File: src/rtl/keypad_bcd_entry.sv
// 4x4 matrix keypad scanner with debounce; shifts accepted digit keys into a
// 2-digit BCD value and pulses load on '#' so the counter preset comes from the keypad.
module keypad_bcd_entry #(
  parameter logic [15:0] SCAN_DIV       = 16'd50000,
  parameter int unsigned DEBOUNCE_SCANS = 4
) (
  input  logic       clk,
  input  logic       rst,
  input  logic [3:0] row_n,
  output logic [3:0] col_n,
  output logic [3:0] digit1,
  output logic [3:0] digit0,
  output logic       key_valid,
  output logic [3:0] key_code,
  output logic       load
);

  typedef enum logic [1:0] {SCAN, DEBOUNCE, PRESSED, RELEASE} state_t;

  localparam logic [3:0] DB_N = 4'(DEBOUNCE_SCANS);

  state_t      state_q, state_d;
  logic [15:0] div_q, div_d;
  logic [1:0]  col_idx_q, col_idx_d;
  logic [3:0]  row_lat_q, row_lat_d;
  logic [3:0]  cnt_q, cnt_d;
  logic [3:0]  digit1_q, digit1_d;
  logic [3:0]  digit0_q, digit0_d;
  logic [3:0]  key_code_q, key_code_d;
  logic        key_valid_q, key_valid_d;
  logic        load_q, load_d;

  logic        tick;
  logic [3:0]  row_act;
  logic        one_row;
  logic [3:0]  key_val;

  function automatic logic [1:0] row_of(input logic [3:0] act);
    if (act[0])      row_of = 2'd0;
    else if (act[1]) row_of = 2'd1;
    else if (act[2]) row_of = 2'd2;
    else             row_of = 2'd3;
  endfunction

  function automatic logic [3:0] key_map(input logic [1:0] r, input logic [1:0] c);
    case ({r, c})
      4'h0: key_map = 4'd1;   4'h1: key_map = 4'd2;   4'h2: key_map = 4'd3;   4'h3: key_map = 4'd10;
      4'h4: key_map = 4'd4;   4'h5: key_map = 4'd5;   4'h6: key_map = 4'd6;   4'h7: key_map = 4'd11;
      4'h8: key_map = 4'd7;   4'h9: key_map = 4'd8;   4'hA: key_map = 4'd9;   4'hB: key_map = 4'd12;
      4'hC: key_map = 4'd14;  4'hD: key_map = 4'd0;   4'hE: key_map = 4'd15;  default: key_map = 4'd13;
    endcase
  endfunction

  always_comb begin
    tick    = (div_q == SCAN_DIV - 16'd1);
    div_d   = tick ? 16'd0 : div_q + 16'd1;
    row_act = ~row_n;
    one_row = (row_act != 4'd0) && ((row_act & (row_act - 4'd1)) == 4'd0);
  end

  // Next-state: the column stays frozen from first detection until release completes
  always_comb begin
    state_d   = state_q;
    col_idx_d = col_idx_q;
    row_lat_d = row_lat_q;
    cnt_d     = cnt_q;
    unique case (state_q)
      SCAN: if (tick) begin
        if (one_row) begin
          row_lat_d = row_n;
          cnt_d     = 4'd1;
          state_d   = (DB_N == 4'd1) ? PRESSED : DEBOUNCE;
        end else begin
          col_idx_d = col_idx_q + 2'd1;
        end
      end
      DEBOUNCE: if (tick) begin
        if (row_n == row_lat_q) begin
          cnt_d = cnt_q + 4'd1;
          if (cnt_q + 4'd1 == DB_N) state_d = PRESSED;
        end else begin
          cnt_d   = 4'd0;
          state_d = SCAN;
        end
      end
      PRESSED: begin
        cnt_d   = 4'd0;
        state_d = RELEASE;
      end
      RELEASE: if (tick) begin
        if (row_n != 4'hF) begin
          cnt_d = 4'd0;
        end else if (cnt_q + 4'd1 == DB_N) begin
          cnt_d   = 4'd0;
          state_d = SCAN;
        end else begin
          cnt_d = cnt_q + 4'd1;
        end
      end
    endcase
  end

  // Outputs are registered on entry to PRESSED so they are visible during that cycle
  always_comb begin
    key_val     = key_map(row_of(~row_lat_d), col_idx_d);
    key_valid_d = 1'b0;
    load_d      = 1'b0;
    key_code_d  = key_code_q;
    digit1_d    = digit1_q;
    digit0_d    = digit0_q;
    if (state_d == PRESSED && state_q != PRESSED) begin
      key_valid_d = 1'b1;
      key_code_d  = key_val;
      if (key_val <= 4'd9) begin
        digit1_d = digit0_q;
        digit0_d = key_val;
      end else if (key_val == 4'd14) begin
        digit1_d = 4'd0;
        digit0_d = 4'd0;
      end else if (key_val == 4'd15) begin
        load_d = 1'b1;
      end
    end
  end

  always_ff @(posedge clk or posedge rst) begin
    if (rst) begin
      state_q     <= SCAN;
      div_q       <= 16'd0;
      col_idx_q   <= 2'd0;
      row_lat_q   <= 4'hF;
      cnt_q       <= 4'd0;
      digit1_q    <= 4'd0;
      digit0_q    <= 4'd0;
      key_code_q  <= 4'd0;
      key_valid_q <= 1'b0;
      load_q      <= 1'b0;
    end else begin
      state_q     <= state_d;
      div_q       <= div_d;
      col_idx_q   <= col_idx_d;
      row_lat_q   <= row_lat_d;
      cnt_q       <= cnt_d;
      digit1_q    <= digit1_d;
      digit0_q    <= digit0_d;
      key_code_q  <= key_code_d;
      key_valid_q <= key_valid_d;
      load_q      <= load_d;
    end
  end

  assign col_n     = ~(4'd1 << col_idx_q);
  assign digit1    = digit1_q;
  assign digit0    = digit0_q;
  assign key_code  = key_code_q;
  assign key_valid = key_valid_q;
  assign load      = load_q;

endmodule

File: config.mk
export PLATFORM = sky130hd
export DESIGN_NAME = keypad_bcd_entry
export DESIGN_NICKNAME = d
export VERILOG_FILES = /design/src/rtl/keypad_bcd_entry.sv
export SDC_FILE = /design/constraint.sdc
export NUM_CORES = 1
export LEC_CHECK = 0
export BUFFER_PORTS_ARGS = -buffer_cell sky130_fd_sc_hd__buf_2
export CAP_MARGIN = 25
export CORE_UTILIZATION = 30
export CTS_CLUSTER_SIZE = 12
export DETAILED_ROUTE_END_ITERATION = 16
export PLACE_DENSITY = 0.43
export SLEW_MARGIN = 10
export SYNTH_ARGS = -nofsm -noshare
export SYNTH_HDL_FRONTEND = slang
export SYNTH_SLANG_ARGS = --single-unit
File: constraint.sdc
create_clock -name clk -period 7.6 [get_ports clk]
set_input_delay 0.38 -clock clk [delete_from_list [all_inputs] [get_ports clk]]
set_output_delay 0.38 -clock clk [all_outputs]
set_load 0.005 [all_outputs]
==> results of run 1 <==
Yosys cell counts (all sizes together), types with 4 or more instances:
library cell  instances
xnor2                 8
nand3                19
dfrtp                38
mux2                  4
ha                   13
nand4                 6
o21ai                11
a21oi                14
inv                  21
nand2b                5
xor2                 11
nor4b                 4
dfstp                 4
nor2                 27
buf                  10
o2111ai               6
clkbuf                5
and3                  6
nand2                15
o211ai                6
kinds of logic after synthesis:
logic type	Yosys count	synth area share
xor+xnor	19	0.0611
simple gates	105	0.220
mux	6	0.0239
fa+ha+maj	13	0.0597
flops	42	0.388
compound gates	67	0.186
buf+inv	36	0.0616
path summary, 6_finish.rpt:
kind,cells past startpoint,start,to
hold reg to reg,1,div_q[0],div_q[0]
setup / recovery,13,div_q[11],digit0[0]
min in group clk,2,row_n[3],row_lat_q[3]
setup reg to reg,13,div_q[11],digit0[0]
hold / removal,3,rst,key_code[0]
max in group asynchronous,3,rst,row_lat_q[1]
layout make-up:
type	instances	area [um^2]	area share
Multi-Input combinational cell	210	1500	0.499
Sequential cell	42	1060	0.351
Clock inverter	3	43.8	0.0146
Clock buffer	5	68.8	0.0229
Inverter	21	78.8	0.0262
Tap cell	108	135	0.0450
Timing Repair Buffer	24	123	0.0408
worst max-delay path, delay by kind of cell (launching register included):
kind,cells,cell delay [ns]
simple gates,7,1.69
compound gates,3,0.86
flops,1,0.47
xor+xnor,1,0.43
fa+ha+maj,1,0.36
buf+inv,1,0.20
metal layers:
metal | global-route usage | vias to the layer above | wire length [um]
met5 | 0 | - | 0
met4 | 0.0317 | 0 | 61
met3 | 0.0324 | 6 | 176
met2 | 0.228 | 37 | 3030
met1 | 0.203 | 1054 | 3170
li1 | - | 1071 | -
registers in the layout, indices dropped and copies added, names as in the netlist:
signal / count
col_idx_q: 2
digit1: 4
key_valid: 1
cnt_q: 4
state_q: 2
div_q: 16
key_code: 4
digit0: 4
load: 1
row_lat_q: 4
power groups by stage:
stage               combinational [mW]  sequential, mW  clock (mW)
finish                          0.0173           0.223       0.190
global route                    0.0197           0.223       0.202
CTS                             0.0176           0.223       0.194
detailed placement              0.0176           0.228           0
global placement                0.0176           0.228           0
floorplan                       0.0142           0.228           0
==> results.md, run 1 <==
- Post-Layout Cell Count: 413
- Placed Cells: between 400 and 500
- DR DRC count: 0
- DIE HEIGHT: just under 100 um
- Share of layout cells above drive strength 1: 0.180
- Layout Cell Area excl Fill: about 0.0030 mm^2
- TritonCTS clock tree: built
- Internal power: ~0.33 mW
- # setup viols final: 0
- Gr ovfl total: 0
- LEAKAGE: around 1.4 nW
- H-tree Lvls: 2
- Sequential share of the synthesized area: 0.388
- Crit-path max FO: 10
- Crit path DAT: ~4.3 ns
- Die width: between 90 and 100 um
- Seq pwr share: 0.519
- Slowest cell on the critical path: dfrtp_1
- Ys flop type: dfrtp_1
- # nets final: between 300 and 400
- DR vias: about 2.2k
- Placed Area: 0.00289 mm^2
- Vias per cell: 5.25
- Slowest stage delay, CP: around 0.47 ns
- Clock power share: 0.441
- Hold buffer count at cts: 0
- Clock transition at path regs: roughly 0.09 ns
- Min Hold Slack: between 0.15 and 0.2 ns
- Cells after Synth: 288
- Final worst path period share: 0.537
- Most frequent cells in the layout: dfrtp_1, nor2_1, buf_2
- DR iter-0 viols: ~120
- RSZ-0062 raised after global routing: no
- Largest net degree at the start of global routing: 43
- Least-Margin Pin Slew: about 0.80 ns
- Max transition margin: 0.453
- Comb pwr share: 0.040
- Hold Crit Class: primary input to async pin
- Number of flops mapped to enable cells by yosys: 0
- ANT cells: 0
- Area grow syn2layout: 10.3%
- CTS Buf Count: 5
- Top-area cell type share of the netlist area: 0.349
- Port-buffer cells: 23
- Final HPWL DP: 4500 um
- Synth Cell Area: approximately 0.0027 mm^2
- WP data required: slightly below 8 ns
- Total Power: roughly 0.43 mW
- Vias in the first global route: approximately 2.1k
- Status: finished clean
- Synth cell types: 62
- # fillers: around 920
- Ys async rst share: 1.00
- Die Footprint: around 0.0095 mm^2
- Wirelength per Cell: about 16 um
- NetSw: around 0.10 mW
- CTS root buffer: clkbuf_8
- Hold Vio Cnt, Final: 0
- Initial antenna violation count: 0
- Final ANT Viol Nets: 0
- Placer congestion estimate: about 0.78
- Clock Tree Buf Depth: 2
- F_max: between 0.2 and 0.25 GHz
- Number of max-cap violations: 0
- CP Cell Sequence: nor4b_1 > and4_1 > nand3_1 > xnor2_1 > inv_1 > ha_1 > nand2b_1 > a2111oi_0 > nor2_1 > a21oi_1 > nand2b_1 > nand3_1 > a2bb2oi_2
- Setup skew after layout: just over 0.006 ns
- Post-CTS sizing: 0
- Pre-CTS setup slack: approximately 3.4 ns
- WL final: ~6400 um
- Post-CTS setup buffers: 0
- Switching Fraction: 0.240
- Min Tclk post-route: approximately 4.1 ns
- Startpoint type of the worst setup path: flop
- CTS Sinks: 42
- Register bit total from synthesis: 42
- Commonest non-fill, non-tap cell in the layout: dfrtp_1
- Setup_tns: 0 ns
- WS Path Type: flop to flop
- Synthesized area per cell: 9.46 um^2
- Flop-to-flop setup slack: about 3.5 ns
- First drt pass iteration count: 4
- Clock Latency Late Sink: 0.30 ns
- Yosys top cell by area: dfrtp_1
- Fin worst setup slack: about 3.5 ns
- Peak VDD IR: ~0.000062 V
- Total track usage: 0.145
- Core ar.: between 0.008 and 0.009 mm^2
- Rows: 34
- First-pass GRT wire length: 11,100 um
- Worst setup EP type: flop
- Core Util, Final: 0.343
- Syn nets: 307
- Syn. warnings: 0
- PD cells: between 100 and 150 mW/mm^2
- Pins Over Slew Limit: 0
- Top cells by area, synth: dfrtp_1, ha_1, dfstp_2, nor2_1, xor2_1
- Starting density of the core: 0.311
- IO Pins: 24
(Power assumes the default switching activity.)
==> run 2: changes to the inputs <==
--- a/config.mk
+++ b/config.mk
@@ -10,7 +10,7 @@
 export CORE_UTILIZATION = 30
 export CTS_CLUSTER_SIZE = 12
 export DETAILED_ROUTE_END_ITERATION = 16
-export PLACE_DENSITY = 0.43
+export PLACE_DENSITY = 0.44
 export SLEW_MARGIN = 10
 export SYNTH_ARGS = -nofsm -noshare
 export SYNTH_HDL_FRONTEND = slang
==> constraint.sdc (replaced) <==
create_clock -name clk -period 3.7 [get_ports clk]
set_input_delay 0.185 -clock clk [delete_from_list [all_inputs] [get_ports clk]]
set_output_delay 0.185 -clock clk [all_outputs]
set_load 0.005 [all_outputs]
==> run 2 against run 1 <==
  * Utilization increased by 1.4 points
  * Clock skew increased by 0.0015 ns
  * Sequential share of layout area decreased by 1.4 points
  * Largest cell class unchanged
==> results.md, run 2 (synthesis results as in run 1) <==
- Slowest cell on the critical path: dfrtp_2 (was dfrtp_1)
- Number of max-cap violations: 0 (unchanged)
- Vias per cell: 5.21 (was 5.25)
- H-tree Lvls: 2 (unchanged)
- Total track usage: 0.146 (was 0.145)
- Clock transition at path regs: 0.09 ns (about the same)
- Rows: 34 (unchanged)
- Max transition margin: 0.622 (was 0.453)
- Hold Crit Class: primary input to async pin (unchanged)
- Final ANT Viol Nets: 0 (unchanged)
- Hold Vio Cnt, Final: 0 (unchanged)
- Starting density of the core: 0.311 (unchanged)
- CTS root buffer: clkbuf_8 (unchanged)
- CP delay by family, top: compound AO/OA/AOI/OAI gates (was simple AND/OR/NAND/NOR gates)
- Die Footprint: 0.00946 mm^2 (unchanged)
- Crit-path max FO: 7 (was 10)
- Worst path most repeated cell: a221o_1
- First-pass GRT wire length: 11,300 um (was 11,100 um)
- CP Cell Sequence: nor4bb_4 > and4_4 > nand3_2 > mux2_2 > inv_1 > ha_1 > o21ba_2 > nor4_1 > a221o_1 > o22ai_1 > a221o_1 > a21bo_2 > a21oi_2 > a2bb2oi_2 (was nor4b_1 > and4_1 > nand3_1 > xnor2_1 > inv_1 > ha_1 > nand2b_1 > a2111oi_0 > nor2_1 > a21oi_1 > nand2b_1 > nand3_1 > a2bb2oi_2)
- Post-CTS sizing: 0 (unchanged)
- # nets final: 338 (was 323)
- IO Pins: 24 (unchanged)
- Largest net degree at the start of global routing: 43 (unchanged)
- First drt pass iteration count: 4 (unchanged)
- DR vias: 2,230 (was 2,168)
- Crit path DAT: 3.68 ns (was 4.32 ns)
- F_max: 0.290 GHz (was 0.245 GHz)
- Setup skew after layout: 0.00764 ns (was 0.00615 ns)
- Core ar.: 0.00876 mm^2 (unchanged)
- Max reg flops: 16 (unchanged)
- Total Power: 0.804 mW (was 0.431 mW)
- Die width: 97.3 um (unchanged)
- Gr ovfl total: 0 (unchanged)
- Clock Tree Buf Depth: 2 (unchanged)
- Setup_tns: 0 ns (unchanged)
- DR DRC count: 0 (unchanged)
- Placer congestion estimate: 0.826 (was 0.778)
- Vias in the first global route: 2,252 (was 2,116)
- Worst Path Buf+Inv: 1 (unchanged)
- CTS Buf Count: 5 (unchanged)
- WP data required: 3.93 ns (was 7.84 ns)
- LEAKAGE: 1.49 nW (was 1.39 nW)
- Placed Area: 0.00301 mm^2 (was 0.00289 mm^2)
- Most frequent cells in the layout: dfrtp_1, nor2_1, buf_2 (unchanged)
- Final HPWL DP: 4740 um (was 4500 um)
- Initial antenna violation count: 0 (unchanged)
- PD cells: 257 mW/mm^2 (was 143 mW/mm^2)
- TritonCTS clock tree: built (unchanged)
- Port-buffer cells: 23 (unchanged)
- Least-Margin Pin Slew: 0.567 ns (was 0.797 ns)
- Post-CTS setup buffers: 0 (unchanged)
- # setup viols final: 0 (unchanged)
- RSZ-0062 raised after global routing: no (unchanged)
- Share of layout cells above drive strength 1: 0.234 (was 0.180)
- WS Path Type: flop to flop (unchanged)
- Wirelength per Cell: 15.5 um (was 15.6 um)
- Hold buffer count at cts: 0 (unchanged)
- Post-Layout Cell Count: 428 (was 413)
- WL final: 6640 um (was 6440 um)
- Area grow syn2layout: 14.9% (was 10.3%)
- CTS Sinks: 42 (unchanged)
- Startpoint type of the worst setup path: flop (unchanged)
- Pins Over Slew Limit: 0 (unchanged)
- Final worst path period share: 0.931 (was 0.537)
- Register name with the most flops: div_q (unchanged)
- Placed Cells: 420 (was 405)
- Peak VDD IR: 0.000138 V (was 0.0000624 V)
- Clock Latency Late Sink: 0.30 ns (about the same)
- Min Tclk post-route: 3.45 ns (was 4.08 ns)
- Slowest stage delay, CP: 0.46 ns (was 0.47 ns)
- ANT cells: 0 (unchanged)
- Status: finished clean (unchanged)
- DIE HEIGHT: 97.3 um (unchanged)
- DR iter-0 viols: 90 (was 115)
- Commonest non-fill, non-tap cell in the layout: dfrtp_1 (unchanged)
- Layout Cell Area excl Fill: 0.00313 mm^2 (was 0.00301 mm^2)
- Worst setup EP type: flop (unchanged)
==> run 2: tightest hold or removal path, cell delays in order <==
cell and delay (ns):
buf_2 0.10, clkinv_1 0.03, buf_4 0.47
==> run 2: per-stage QoR <==
stage / utilization / setup WS, ns / hold slack (ns)
2_1_floorplan: - / 0.356 / 0.425
3_3_place_gp: 0.343 / 0.241 / 0.364
3_5_place_dp: 0.343 / 0.171 / 0.369
4_1_cts: 0.353 / 0.126 / 0.0362
5_1_grt: 0.357 / 0.0186 / 0.0514
6_report: 0.357 / 0.254 / 0.0156
==> run 2: power breakdown <==
| part | switching [mW] | leakage, nW | internal, mW |
|---|---|---|---|
| registers | 0 | 0.542 | 0.459 |
| logic | 0.0257 | 0.901 | 0.0115 |
| clock network | 0.174 | 0.0452 | 0.134 |
| total | 0.200 | 1.49 | 0.604 |
==> run 2: cell type report <==
class / instances / area (um^2)
fill: 921 / 5630
multi-input combinational: 210 / 1540
sequential: 42 / 1060
timing repair buffer: 39 / 235
tap: 108 / 135
inverter: 21 / 78.8
clock buffer: 6 / 72.6
clock inverter: 2 / 13.8
==> run 2: worst paths after layout <==
kind / start / to / slack (ns) / cells after the start
setup / recovery: div_q[5] / digit0[0] / 0.25 / 14
hold / removal: rst / div_q[6] / 0.02 / 3
setup reg to reg: div_q[5] / digit0[0] / 0.25 / 14
hold reg to reg: div_q[0] / div_q[0] / 0.47 / 1
max in group asynchronous: rst / div_q[5] / 3.27 / 3
min in group clk: row_n[3] / row_lat_q[3] / 0.25 / 2
==> run 2: routing by layer <==
layer	global-route usage	share of wire	vias to the layer above
met4	0.0407	0.013	0
li1	-	-	1097
met1	0.201	0.50	1090
met3	0.0259	0.025	9
met5	0	0	-
met2	0.237	0.47	34
